===== config.mk =====
export PLATFORM = sky130hd
export DESIGN_NAME = litedram_axi_gate
export DESIGN_NICKNAME = d
export VERILOG_FILES = /design/src/rtl/litedram_axi_gate.sv
export SDC_FILE = /design/constraint.sdc
export NUM_CORES = 1
export LEC_CHECK = 0
export CAP_MARGIN = 20
export CORE_AREA = 2 2 189 191
export CTS_CLUSTER_SIZE = 30
export DETAILED_ROUTE_END_ITERATION = 16
export DIE_AREA = 0 0 191 193
export PLACE_DENSITY = 0.48
export SETUP_SLACK_MARGIN = 0.02
export SLEW_MARGIN = 25
export SYNTH_ARGS = -nofsm -noshare
export SYNTH_HDL_FRONTEND = slang
export SYNTH_SLANG_ARGS = --single-unit

===== constraint.sdc =====
create_clock -name user_clk -period 1.9 [get_ports user_clk]
set_input_delay 0.475 -clock user_clk [delete_from_list [all_inputs] [get_ports user_clk]]
set_output_delay 0.475 -clock user_clk [all_outputs]
set_load 0.02 [all_outputs]

===== src/rtl/litedram_axi_gate.sv =====
`default_nettype none
// ============================================================================
// Module   : litedram_axi_gate
// Function : AXI4 gate between the SoC interconnect (s_*) and the litedram
//            AXI slave port (m_*). Holds all traffic until DDR calibration
//            finishes, then passes traffic through with per-direction
//            outstanding-transaction limits. If calibration fails, it
//            completes every transaction locally with SLVERR.
// Revision : 1.0 - initial release
// ============================================================================
module litedram_axi_gate #(
    parameter int ID_WIDTH  = 1,
    parameter int MAX_OUTST = 4
) (
    input  logic                user_clk,
    input  logic                user_rst,
    input  logic                init_done,
    input  logic                init_error,
    output logic [1:0]          gate_state,

    // master side (SoC interconnect)
    input  logic [ID_WIDTH-1:0] s_awid,
    input  logic [28:0]         s_awaddr,
    input  logic [7:0]          s_awlen,
    input  logic [3:0]          s_awsize,
    input  logic [1:0]          s_awburst,
    input  logic                s_awvalid,
    output logic                s_awready,
    input  logic [63:0]         s_wdata,
    input  logic [7:0]          s_wstrb,
    input  logic                s_wlast,
    input  logic                s_wvalid,
    output logic                s_wready,
    output logic [ID_WIDTH-1:0] s_bid,
    output logic [1:0]          s_bresp,
    output logic                s_bvalid,
    input  logic                s_bready,
    input  logic [ID_WIDTH-1:0] s_arid,
    input  logic [28:0]         s_araddr,
    input  logic [7:0]          s_arlen,
    input  logic [3:0]          s_arsize,
    input  logic [1:0]          s_arburst,
    input  logic                s_arvalid,
    output logic                s_arready,
    output logic [ID_WIDTH-1:0] s_rid,
    output logic [63:0]         s_rdata,
    output logic [1:0]          s_rresp,
    output logic                s_rlast,
    output logic                s_rvalid,
    input  logic                s_rready,

    // slave side (litedram_top)
    output logic [ID_WIDTH-1:0] m_awid,
    output logic [28:0]         m_awaddr,
    output logic [7:0]          m_awlen,
    output logic [3:0]          m_awsize,
    output logic [1:0]          m_awburst,
    output logic                m_awvalid,
    input  logic                m_awready,
    output logic [63:0]         m_wdata,
    output logic [7:0]          m_wstrb,
    output logic                m_wlast,
    output logic                m_wvalid,
    input  logic                m_wready,
    input  logic [ID_WIDTH-1:0] m_bid,
    input  logic [1:0]          m_bresp,
    input  logic                m_bvalid,
    output logic                m_bready,
    output logic [ID_WIDTH-1:0] m_arid,
    output logic [28:0]         m_araddr,
    output logic [7:0]          m_arlen,
    output logic [3:0]          m_arsize,
    output logic [1:0]          m_arburst,
    output logic                m_arvalid,
    input  logic                m_arready,
    input  logic [ID_WIDTH-1:0] m_rid,
    input  logic [63:0]         m_rdata,
    input  logic [1:0]          m_rresp,
    input  logic                m_rlast,
    input  logic                m_rvalid,
    output logic                m_rready
);

    localparam int              CW       = $clog2(MAX_OUTST + 1);
    localparam logic [CW-1:0]   C_MAX    = CW'(MAX_OUTST);
    localparam logic [1:0]      C_SLVERR = 2'b10;

    typedef enum logic [1:0] {
        ST_WAIT_INIT = 2'd0,
        ST_RUN       = 2'd1,
        ST_ERROR     = 2'd2
    } gate_st_t;

    typedef enum logic [1:0] {
        W_IDLE = 2'd0,
        W_DATA = 2'd1,
        W_RESP = 2'd2
    } wr_st_t;

    typedef enum logic {
        R_IDLE = 1'b0,
        R_DATA = 1'b1
    } rd_st_t;

    gate_st_t              r_gate;
    wr_st_t                r_wst;
    rd_st_t                r_rst;
    logic [CW-1:0]         r_wr_cnt;
    logic [CW-1:0]         r_rd_cnt;
    logic [ID_WIDTH-1:0]   r_err_bid;
    logic [ID_WIDTH-1:0]   r_err_rid;
    logic [8:0]            r_rd_beats;

    logic                  w_run;
    logic                  w_err;
    logic                  w_wr_full;
    logic                  w_rd_full;
    logic                  w_aw_hs;
    logic                  w_b_hs;
    logic                  w_ar_hs;
    logic                  w_rl_hs;

    assign w_run     = (r_gate == ST_RUN);
    assign w_err     = (r_gate == ST_ERROR);
    assign w_wr_full = (r_wr_cnt == C_MAX);
    assign w_rd_full = (r_rd_cnt == C_MAX);

    assign gate_state = r_gate;

    // Request payloads are wired straight through; only the valids are gated.
    assign m_awid    = s_awid;
    assign m_awaddr  = s_awaddr;
    assign m_awlen   = s_awlen;
    assign m_awsize  = s_awsize;
    assign m_awburst = s_awburst;
    assign m_wdata   = s_wdata;
    assign m_wstrb   = s_wstrb;
    assign m_wlast   = s_wlast;
    assign m_arid    = s_arid;
    assign m_araddr  = s_araddr;
    assign m_arlen   = s_arlen;
    assign m_arsize  = s_arsize;
    assign m_arburst = s_arburst;

    // Slave-facing handshakes: only possible in RUN, address channels throttled.
    assign m_awvalid = w_run & s_awvalid & ~w_wr_full;
    assign m_wvalid  = w_run & s_wvalid;
    assign m_bready  = w_run & s_bready;
    assign m_arvalid = w_run & s_arvalid & ~w_rd_full;
    assign m_rready  = w_run & s_rready;

    // Master-facing channels: pass-through in RUN, local terminator in ERROR.
    assign s_awready = (w_run & m_awready & ~w_wr_full) | (w_err & (r_wst == W_IDLE));
    assign s_wready  = (w_run & m_wready) | (w_err & (r_wst == W_DATA));
    assign s_bvalid  = (w_run & m_bvalid) | (w_err & (r_wst == W_RESP));
    assign s_bid     = w_err ? r_err_bid : m_bid;
    assign s_bresp   = w_err ? C_SLVERR : m_bresp;
    assign s_arready = (w_run & m_arready & ~w_rd_full) | (w_err & (r_rst == R_IDLE));
    assign s_rvalid  = (w_run & m_rvalid) | (w_err & (r_rst == R_DATA));
    assign s_rid     = w_err ? r_err_rid : m_rid;
    assign s_rdata   = w_err ? 64'd0 : m_rdata;
    assign s_rresp   = w_err ? C_SLVERR : m_rresp;
    assign s_rlast   = w_err ? (r_rd_beats == 9'd1) : m_rlast;

    // Only slave-side handshakes occupy an outstanding slot.
    assign w_aw_hs = m_awvalid & m_awready;
    assign w_b_hs  = m_bvalid & m_bready;
    assign w_ar_hs = m_arvalid & m_arready;
    assign w_rl_hs = m_rvalid & m_rready & m_rlast;

    // Top-level gate: wait for calibration, then RUN or ERROR until reset.
    always_ff @(posedge user_clk) begin
        if (user_rst) begin
            r_gate <= ST_WAIT_INIT;
        end else if (r_gate == ST_WAIT_INIT) begin
            if (init_error)
                r_gate <= ST_ERROR;
            else if (init_done)
                r_gate <= ST_RUN;
        end
    end

    // Outstanding write count: AW accepted minus B returned.
    always_ff @(posedge user_clk) begin
        if (user_rst) begin
            r_wr_cnt <= '0;
        end else begin
            case ({w_aw_hs, w_b_hs})
                2'b10:   r_wr_cnt <= r_wr_cnt + 1'b1;
                2'b01:   r_wr_cnt <= r_wr_cnt - 1'b1;
                default: r_wr_cnt <= r_wr_cnt;
            endcase
        end
    end

    // Outstanding read count: AR accepted minus final R beat returned.
    always_ff @(posedge user_clk) begin
        if (user_rst) begin
            r_rd_cnt <= '0;
        end else begin
            case ({w_ar_hs, w_rl_hs})
                2'b10:   r_rd_cnt <= r_rd_cnt + 1'b1;
                2'b01:   r_rd_cnt <= r_rd_cnt - 1'b1;
                default: r_rd_cnt <= r_rd_cnt;
            endcase
        end
    end

    // ERROR-mode write terminator: accept AW, swallow the burst, answer SLVERR.
    always_ff @(posedge user_clk) begin
        if (user_rst) begin
            r_wst     <= W_IDLE;
            r_err_bid <= '0;
        end else if (w_err) begin
            case (r_wst)
                W_IDLE: if (s_awvalid) begin
                    r_err_bid <= s_awid;
                    r_wst     <= W_DATA;
                end
                W_DATA: if (s_wvalid && s_wlast)
                    r_wst <= W_RESP;
                W_RESP: if (s_bready)
                    r_wst <= W_IDLE;
                default: r_wst <= W_IDLE;
            endcase
        end
    end

    // ERROR-mode read terminator: return arlen+1 zero beats with SLVERR.
    always_ff @(posedge user_clk) begin
        if (user_rst) begin
            r_rst      <= R_IDLE;
            r_err_rid  <= '0;
            r_rd_beats <= '0;
        end else if (w_err) begin
            case (r_rst)
                R_IDLE: if (s_arvalid) begin
                    r_err_rid  <= s_arid;
                    r_rd_beats <= {1'b0, s_arlen} + 9'd1;
                    r_rst      <= R_DATA;
                end
                R_DATA: if (s_rready) begin
                    if (r_rd_beats == 9'd1)
                        r_rst <= R_IDLE;
                    r_rd_beats <= r_rd_beats - 9'd1;
                end
                default: r_rst <= R_IDLE;
            endcase
        end
    end

    // litedram only answers requests it was given, so counters never underflow.
    a_no_wr_underflow : assert property (@(posedge user_clk) disable iff (user_rst)
        !(w_b_hs && !w_aw_hs && (r_wr_cnt == '0)));
    a_no_rd_underflow : assert property (@(posedge user_clk) disable iff (user_rst)
        !(w_rl_hs && !w_ar_hs && (r_rd_cnt == '0)));

endmodule
`default_nettype wire

**Yosys cells after proc, flatten, opt, wreduce, memory -nomap -nowiden**

Index checks and enable logic that the tools add are counted.

- Flip-flop bits (word level): 22
- Bits of input ports: 246
- Word-level logic and storage cells: 94

- Add/sub/neg operators: 6
- Eq/ne operators: 16
- Muxes and demuxes: 21
- Bitwise logic cells: 32
- Reduce and logical (&&, ||, !) cells: 11

Operator list:

| kind | count |
|---|---|
| two-way mux 64 bit | 1 |
| bitwise AND 1 bit | 24 |
| two-way mux 9 bit | 2 |
| one-hot mux 9 bit (2 select lines) | 1 |
| two-way mux 2 bit | 7 |
| one-hot mux 3 bit (2 select lines) | 2 |
| adder 8 x 1 -> 9 bit, second input constant | 1 |
| == test 9 x 1 -> 1 bit, second input constant | 1 |
| AND reduction 3 bit | 3 |
| subtractor 9 x 1 -> 9 bit, second input constant | 1 |
| == test 2 x 1 -> 1 bit, second input constant | 4 |
| == test 2 bit, second input constant | 4 |
| inequality test 2 bit, second input constant | 4 |
| adder 3 x 1 -> 3 bit, second input constant | 2 |
| == test 3 bit, second input constant | 2 |
| two-way mux 1 bit | 6 |
| one-hot mux 2 bit (3 select lines) | 1 |
| nonzero test 2 bit | 3 |
| subtractor 3 x 1 -> 3 bit, second input constant | 2 |
| bitwise OR 1 bit | 5 |
| zero test 2 bit | 2 |
| AND reduction 4 bit | 1 |
| NOT 1 bit | 3 |
| inequality test 2 x 1 -> 1 bit, second input constant | 1 |
| 3 further kinds | 3 |

**Longest topological paths before layout**

- Depth after elaboration: 6
- Gate-level depth with buffers: 10
- Gate-level depth less buffers: 10

**Least setup slack after synthesis**

OpenSTA, ideal clock, no wires.

- Path kind: reg-to-reg
- From: register r_gate[0] (netlist: gate_state[0])
- To: register r_rd_cnt[2]
- Library setup time: 71 ps
- Arrival: 2318 ps
- Setup slack: -489 ps
- Stages on the path, launching flop included: 11
- Buffers on the path: 0
- Clock period less this slack: 2389 ps
- Cells stage by stage: dfxtp_1 -> inv_1 -> nor2_1 -> and2_1 -> and3_1 -> ha_1 -> inv_1 -> fa_1 -> xor2_1 -> or3_1 -> a21oi_1

- Word-level cells in the longest chain between the ends: 6
- Elaborated cells on any way between the ends: 11

Ends and longest elaborated chain:

| what | RTL line | text |
|---|---|---|
| start: declaration | 105 | `gate_st_t r_gate;` |
| start signal: assignment | 174 | `r_gate <= ST_WAIT_INIT;` |
| start signal: assignment | 177 | `r_gate <= ST_ERROR;` |
| start signal: assignment | 179 | `r_gate <= ST_RUN;` |
| == test 2 x 1 -> 1 bit * | 123 | `assign w_run = (r_gate == ST_RUN);` |
| bitwise AND 1 bit * | 150 | `assign m_rready = w_run & s_rready;` |
| via m_rready | 81 | `output logic m_rready` |
| bitwise AND 1 bit * (2 in series) | 169 | `assign w_rl_hs = m_rvalid & m_rready & m_rlast;` |
| == test 2 x 1 -> 1 bit or == test 2 bit (tied branches) | 201 | `case ({w_ar_hs, w_rl_hs})` |
| one-hot mux 3 bit (2 select lines) or nonzero test 2 bit (tied branches) | - |  |
| end signal: assignment | 202 | `2'b10: r_rd_cnt <= r_rd_cnt + 1'b1;` |
| end signal: assignment | 203 | `2'b01: r_rd_cnt <= r_rd_cnt - 1'b1;` |
| end signal: assignment | 204 | `default: r_rd_cnt <= r_rd_cnt;` |
| end: declaration | 109 | `logic [CW-1:0] r_rd_cnt;` |

The timed path passes the listed nets; every way through them passes the cells marked *.
A chain may end at the register's enable or synchronous reset.

**Worst setup path after layout**

- From: register r_gate[0] (netlist: gate_state[0])
- To: register r_wr_cnt[2]

- Word-level cells in the longest chain between the ends: 6
- Elaborated cells on any way between the ends: 10

Ends and longest elaborated chain:

| what | RTL line | text |
|---|---|---|
| == test 2 x 1 -> 1 bit * | 123 |  |
| bitwise AND 1 bit (2 in series) | 146 | `assign m_awvalid = w_run & s_awvalid & ~w_wr_full;` |
| bitwise AND 1 bit | 166 | `assign w_aw_hs = m_awvalid & m_awready;` |
| == test 2 x 1 -> 1 bit or == test 2 bit (tied branches) | 188 | `case ({w_aw_hs, w_b_hs})` |
| one-hot mux 3 bit (2 select lines) or nonzero test 2 bit (tied branches) | - |  |
| end signal: assignment | 189 | `2'b10: r_wr_cnt <= r_wr_cnt + 1'b1;` |
| end signal: assignment | 190 | `2'b01: r_wr_cnt <= r_wr_cnt - 1'b1;` |
| end signal: assignment | 191 | `default: r_wr_cnt <= r_wr_cnt;` |
| end: declaration | 108 | `logic [CW-1:0] r_wr_cnt;` |

Every way passes the cells marked *; elsewhere a longest branch is shown, timed or not.

==> impl_metrics.ini <==
[worst_setup_path]
cp-startpoint = gate_state[0]
crit_path_max_fanout = 4
path_class = register to register
r2r_start = gate_state[0]
cp-start-kind = register
cp.arrival_ns = 2.34
required_ns = 2.11
end_kind = register

[power]
power.internal_uw = 1830
irDropWorstVdd_v = 0.000263
comb_power_share_pct = 57.9
pwr_density_cell_nw_per_um2 = 473
p_leak_uw = 0.00241
p_switching_uw = 922
sequentialPowerShare_pct = 18.4
clockPowerShare_pct = 23.7
switching_share_pct = 33.5

[status]
violations = setup timing
outcome = finished with violations

[timing]
finalCritPeriodShare_pct = 112
setup_viol = 43
min_period_ns = 2.13
slew_viol_final = 0
rsz0062_at_grt = true
tightest_slew_ns = 0.388
clock_skew_ns = 0.00407
fin_ws_ns = -0.233
fmax_ghz = 0.469
holdWs_ns = 0.460
hold_viol = 0
slew_headroom_pct = 74.0

[routing]
drc = 0
firstDrtPassIters = 4
drt_iter0_drc = 97
vias = 3188
wire_per_inst_um = 16.5
antenna_left = 0
drt_wl_total_um = 16400
avgViaCountPerCell = 3.22

[floorplanning]
ios = 490
die_h_um = 193
coreArea_um2 = 35000
die_area_um2 = 36900
initial_utilization_pct = 9.00
fp-row-count = 69
die_w_um = 191

[synth]
synth_edf_count = 0
synth_cell_types = 41
ys_ff_latch = 22
netlist_instances = 433
synth_top_cell_by_area = buf_4
synth_area_um2 = 3150
ys_warn_count = 0
ys_async_sr_fraction_pct = 0
synth_top_area_share_pct = 38.6
synth_area_leaders = buf_4 39%, dfxtp_1 14%, and2_1 14%, nand2_1 2.5%, nor2_1 2.5%
yosysMostFrequentCell = buf_4
synth_common_cells = 162 x buf_4, 69 x and2_1, 22 x dfxtp_1
syn_nets = 686
ys.flop_type = dfxtp_1
synth_area_per_cell_um2 = 7.27
yosysSeqAreaShare_pct = 14.0

[cells_and_area]
area_growth_pct = 84.9
drive_above_1_share_pct = 51.5
nNetsFinal = 784
antenna_cells = 0
finalNonFillerCells = 991

[cts]
root_buffer = clkbuf_16
cts_tree = yes
worstSkewPairLatency_ns = 0.27
clk_pin_slew_ns = 0.08
clockBufferDepth = 2
tritoncts_num_sinks = 22
htree_levels = 1
numCtsBuffers = 3

[global_routing]
grt_util_met2_pct = 14.7
grt_max_degree = 21
top_usage_layer = met2
antenna_found_initial = 2
grt_pass1_wl_um = 21900
track_usage_pct = 8.43
gr-total-overflow = 0
grt_use_met1_pct = 8.34
grt_pass1_vias = 3165
grt_use_met3_pct = 4.72

[placed_design]
globalplace.congestion = 0.757
hpwl_um = 13000
place_inst = 961
portBuffers = 189

[hold_path]
worstHoldStart = r_err_rid
hold_path.class = register to register

[flow_run]
maxCapViolCount = 0
[placed cells by master, fill, tap and decap left out, types with 7 or more instances in the layout]
master / synthesis / layout
a21oi_1: 14 / 13
and2_4: 0 / 68
buf_12: 0 / 13
buf_16: 0 / 7
buf_4: 162 / 51
buf_6: 0 / 85
clkdlybuf4s50_1: 0 / 92
dfxtp_1: 22 / 17
dlygate4sd2_1: 0 / 13
inv_1: 14 / 10
nand2_1: 21 / 15
nand3_1: 8 / 8
nor2_1: 21 / 17
o21ai_0: 15 / 11
[final cells by class]
type	count	area (um2)
Fill cell	3970	29100
Timing Repair Buffer	269	2930
Multi-Input combinational cell	221	1690
Tap cell	461	577
Sequential cell	22	454
Clock buffer	3	75.1
Inverter	14	55.1
Clock inverter	1	30.0
[path summary, 6_finish.rpt]
path                 end  slack (ns)  cells after the start
max reg2reg  r_wr_cnt[2]       -0.23                     11
max          r_wr_cnt[2]       -0.23                     11
min reg2reg    r_err_rid        0.46                      2
min            r_err_rid        0.46                      2
[critical path: stages, from the launching register on]
cell,delay [ns]
dfxtp_4,0.37
inv_4,0.06
nor2_4,0.04
buf_6,0.12
buf_8,0.12
nand4b_1,0.13
ha_2,0.21
inv_2,0.04
fa_2,0.32
xor2_1,0.16
or3_1,0.36
a21oi_2,0.12
[flip-flops by register name, summed over array words and instances, names as in the netlist]
name / cells
r_err_rid: 1
r_err_bid: 1
r_rst: 1
r_rd_beats: 9
r_rd_cnt: 3
r_wst: 2
r_wr_cnt: 3
gate_state: 2
[power groups by stage]
stage	Clock [uW]	Sequential (uW)	Combinational, uW
3_3_place_gp	0	515	1210
5_1_grt	716	510	1700
4_1_cts	699	506	1480
2_1_floorplan	0	515	956
3_5_place_dp	0	515	1210
6_report	653	506	1590
[per-stage QoR]
stage / utilization, % / setup TNS, ns / power, uW / worst slack, ns / instance area [um2]
after floorplan: - / -0.137 / 1470 / -0.0800 / 3190
after global placement: 13.8 / -18.39 / 1720 / -0.534 / 4810
after detailed placement: 13.8 / -18.26 / 1720 / -0.525 / 4810
after CTS: 15.7 / -3.50 / 2690 / -0.217 / 5470
after global routing: 16.6 / -5.82 / 2920 / -0.297 / 5820
final: 16.6 / -3.11 / 2750 / -0.233 / 5820
[per-layer routing]
layer  up-vias  routed length, um
met5         -                 13
met2       259               8280
li1       1438                  -
met3        59               2150
met4         2                500
met1      1430               5440
[timing repair]
item / CTS / global route
setup endpoints to repair: 91 / 83
pin swaps: 27 / 53
hold buffers: 0 / 0
setup buffers: 14 / 7
gates cloned: 8 / 1
resized for setup: 439 / 90
[logic make-up after synthesis]
kind of cell / Yosys count / synth area share, %
AO/OA/AOI/OAI: 50 / 9.90
XOR/XNOR: 7 / 1.95
adder cells (fa/ha/maj): 7 / 3.26
buffers and inverters: 190 / 42.0
flip-flops: 22 / 14.0
multiplexers: 3 / 0.954
AND/OR/NAND/NOR: 154 / 27.9
No activity file was read; power rests on OpenSTA's default activity.
